### config.mk
export PLATFORM = sky130hd
export DESIGN_NAME = bin2gray
export DESIGN_NICKNAME = d
export VERILOG_FILES = /design/src/rtl/bin2gray.sv
export SDC_FILE = /design/constraint.sdc
export NUM_CORES = 1
export LEC_CHECK = 0
export BUFFER_PORTS_ARGS = -buffer_cell sky130_fd_sc_hd__buf_2
export CAP_MARGIN = 20
export CORE_AREA = 4 4 41 43
export CTS_BUF_LIST = sky130_fd_sc_hd__clkbuf_2 sky130_fd_sc_hd__clkbuf_4 sky130_fd_sc_hd__clkbuf_8
export CTS_CLUSTER_DIAMETER = 80
export CTS_CLUSTER_SIZE = 16
export DETAILED_ROUTE_END_ITERATION = 10
export DIE_AREA = 0 0 45 47
export SLEW_MARGIN = 20
export SYNTH_ARGS = -nofsm -noshare
export SYNTH_HDL_FRONTEND = slang
export SYNTH_SLANG_ARGS = --single-unit
### constraint.sdc
create_clock -name clk -period 1.3 [get_ports clk]
set_input_delay 0 -clock clk [delete_from_list [all_inputs] [get_ports clk]]
set_output_delay 0 -clock clk [all_outputs]
set_load 0.02 [all_outputs]
### src/rtl/bin2gray.sv
// Binary-to-Gray converter: zero-latency combinational output plus a
// registered, valid-qualified copy suitable for feeding a CDC synchroniser.
module bin2gray #(
  parameter int unsigned WIDTH = 4
) (
  input  logic             clk,
  input  logic             rst_n,
  input  logic [WIDTH-1:0] bin,
  input  logic             bin_valid,
  output logic [WIDTH-1:0] gray,
  output logic [WIDTH-1:0] gray_q,
  output logic             gray_valid
);

  // Logical shift: the MSB passes straight through, every lower bit is
  // the XOR of itself and its upper neighbour.
  assign gray = bin ^ (bin >> 1);

  // Each gray_q bit is a bare flop output, so the crossing sees no glitches.
  always_ff @(posedge clk or negedge rst_n) begin
    if (!rst_n) begin
      gray_q     <= '0;
      gray_valid <= 1'b0;
    end else begin
      gray_valid <= bin_valid;
      if (bin_valid) begin
        gray_q <= gray;
      end
    end
  end

endmodule

==> qor.csv <==
stage;metric;value;unit
sta;period_needed;0.8958;ns
global_routing;grtUsageMet2;6.497;%
global_routing;gr-total-overflow;0;
floorplanning;die_area;2115;um2
worst_setup_path;cp_max_fo;5;
sta;finClkSkew;0;ns
drt;viasPerCell;3.542;
worst_setup_path;startpoint_type;input port;
synth;synth_xor_area_share;12.88;%
synth;synthMuxAreaShare;22.09;%
global_routing;grt_pass1_vias;167;
synth;yosys.area_share.simple;0;%
clocking;cts_max_level;1;
synth;ys_ff_latch;5;
worst_setup_path;critPathTopFamily;buffers and inverters;
synth;synth_top_area_share;61.35;%
worst_setup_path;critPathKind;input port to flop;
floorplanning;boundaryPins;16;
worst_setup_path;critPathBufInv;2;
worst_setup_path;path_cells;dlygate4sd3_1 > buf_2 > mux2_2;
clocking;cts_tree;built;
synth;netlist_area;203.9;um2
synth;syn_avg_cell_area;15.69;um2
synth;synthesis.nets;20;
drt;avgRoutedWirePerCell;10.13;um
global_routing;antenna_found_initial;0;
floorplanning;rows;13;
drt;vias;170;
power;p_total;0.0004946;W
synth;synthTopCellsByArea;dfrtp_1 61%, mux2_2 22%, xor2_1 13%;
cells_and_area;drive_gt1_share;69.70;%
sta;clock.fmax;1.116;GHz
global_routing;grt_start_max_net_pins;6;
worst_setup_path;worstPathArrival;1.01;ns
sta;fin_crit_sh;68.90;%
global_routing;grtUsageTotal;5.008;%
worst_setup_path;crit_path_max_incr_delay;0.51;ns
global_routing;grt_busiest_layer;met2;
power;powerDensity;1453;nW/um2
drt;wl;486;um
floorplanning;dieWidth;45;um
worst_hold_path;hp-class;input port to flop;
synth;yosysSeqAreaShare;61.35;%
clocking;clk_pin_slew_worst_paths;0.04;ns
clocking;clkLatencyLatePin;0.23;ns
global_routing;grt_pass1_wl;669;um
worst_setup_path;crit_required;1.42;ns
clocking;cts_buffers;3;
synth;synth.largest_area_cell;dfrtp_1;
global_routing;grt_util_met3;4.598;%
power;power_leakage;0.1729;nW
sta;tightest_slew;0.1944;ns
run_status;status;finished clean;
sta;fin_setup_tns;0;ns
sta;finalMaxSlewViolations;0;
synth;synth_compound_area_share;0;%
placed_design;pre_cts_ws;0.5590;ns
sta;setup_slack;0.4042;ns
clocking;root_buffer;clkbuf_4;
run;drv_cap;0;
worst_setup_path;worst_setup_path_end_kind;flop;
sta;hold_viol_final;0;
floorplanning;initial_core_util;15.67;%
sta;relSlewSlack;87.00;%
synth;synth_top_family_by_area;multiplexers;
cells_and_area;n_fill_cell;138;
sta;rsz0062_at_grt;false;
worst_setup_path;cp_slowest_cell;dlygate4sd3_1;
synth;synthCells;13;
cells_and_area;nNetsFinal;41;
cells_and_area;syn_to_final_growth;66.87;%
placed_design;place.port_buffers;15;
synth;ys_warn_count;0;
placed_design;gp_congestion;0.6846;
sta;setup_viol_count_final;0;
clocking;cts_buffer_depth;2;
synth;post_synth_fa_ha_maj_area_fraction;0;%
worst_setup_path;r2r_slack;0.56;ns
drt;route.detailed.drc;0;
cells_and_area;diodes;0;
drt;ant_nets;0;
synth;ys_types;4;
clocking;cts.sinks;5;
floorplanning;core_area;1301;um2
power;vdd.ir_drop.worst;0.0002961;V
drt;first_pass_iters;2;
drt;drtIter0Drc;1;
floorplanning;dieHeight;47;um
global_routing;use_met1;5.093;%
clocking;post_cts.repair.setup_buffers;0;
[power by group]
group	total [W]	internal [W]	switching (W)
Sequential	0.000182	0.000175	0.00000745
Combinational	0.000117	0.0000484	0.0000691
Clock	0.000195	0.000136	0.0000582
[cells in the mapped netlist]
cell / number
buf_4: 1
mux2_2: 4
xor2_1: 3
dfrtp_1: 5
[per-stage QoR]
step           cells  util, %  hold slack (ns)  area [um2]
2_1_floorplan     13        -          -0.2956       203.9
3_3_place_gp      42    22.31          -0.1832       290.3
3_5_place_dp      42    22.31          -0.1837       290.3
4_1_cts           48    26.15          0.04555       340.3
5_1_grt           48    26.15          0.06346       340.3
6_report          48    26.15          0.05048       340.3
[cell families (layout without fill, tap and decap cells)]
logic type | after synthesis | in the layout
XOR/XNOR | 3 | 3
multiplexers | 4 | 4
buffers and inverters | 1 | 21
flip-flops | 5 | 5
[placed cells by master, fill, tap and decap left out]
master         netlist  final
dfrtp_1              5      5
mux2_2               4      4
clkbuf_4             0      4
buf_2                0     15
xor2_1               3      3
dlygate4sd3_1        0      2
[layout make-up]
class / count / area (um2) / share of cell area, %
clock buffers: 4 / 30.03 / 8.824
flip-flops and latches: 5 / 125.1 / 36.76
multi-input cells: 7 / 71.32 / 20.96
well taps: 15 / 18.77 / 5.515
repair buffers: 17 / 95.09 / 27.94
[timing repair]
action / in CTS / in global routing
endpoints found under the hold margin: 6 / 0
gates resized for setup: 0 / 0
hold buffers: 2 / 0
[sequential cells by signal, indices dropped and copies added (netlist names)]
signal      flops
gray_valid      1
gray_q          4
[layer usage]
layer / up-vias / part of all wire (%)
met5: - / 0
met3: 0 / 17
met1: 74 / 42
met4: 0 / 0
met2: 12 / 41
li1: 84 / -
[path summary, 6_finish.rpt]
kind / to / depth (start not counted) / from
min reg2reg: gray_q[2] / 1 / gray_q[2]
max: gray_q[2] / 3 / bin_valid
max in group asynchronous: gray_q[0] / 2 / rst_n
max reg2reg: gray_q[3] / 1 / gray_q[3]
min in group asynchronous: gray_q[1] / 2 / rst_n
min: gray_q[3] / 2 / bin[3]
Note: power is estimated with default switching activity, not from simulation.
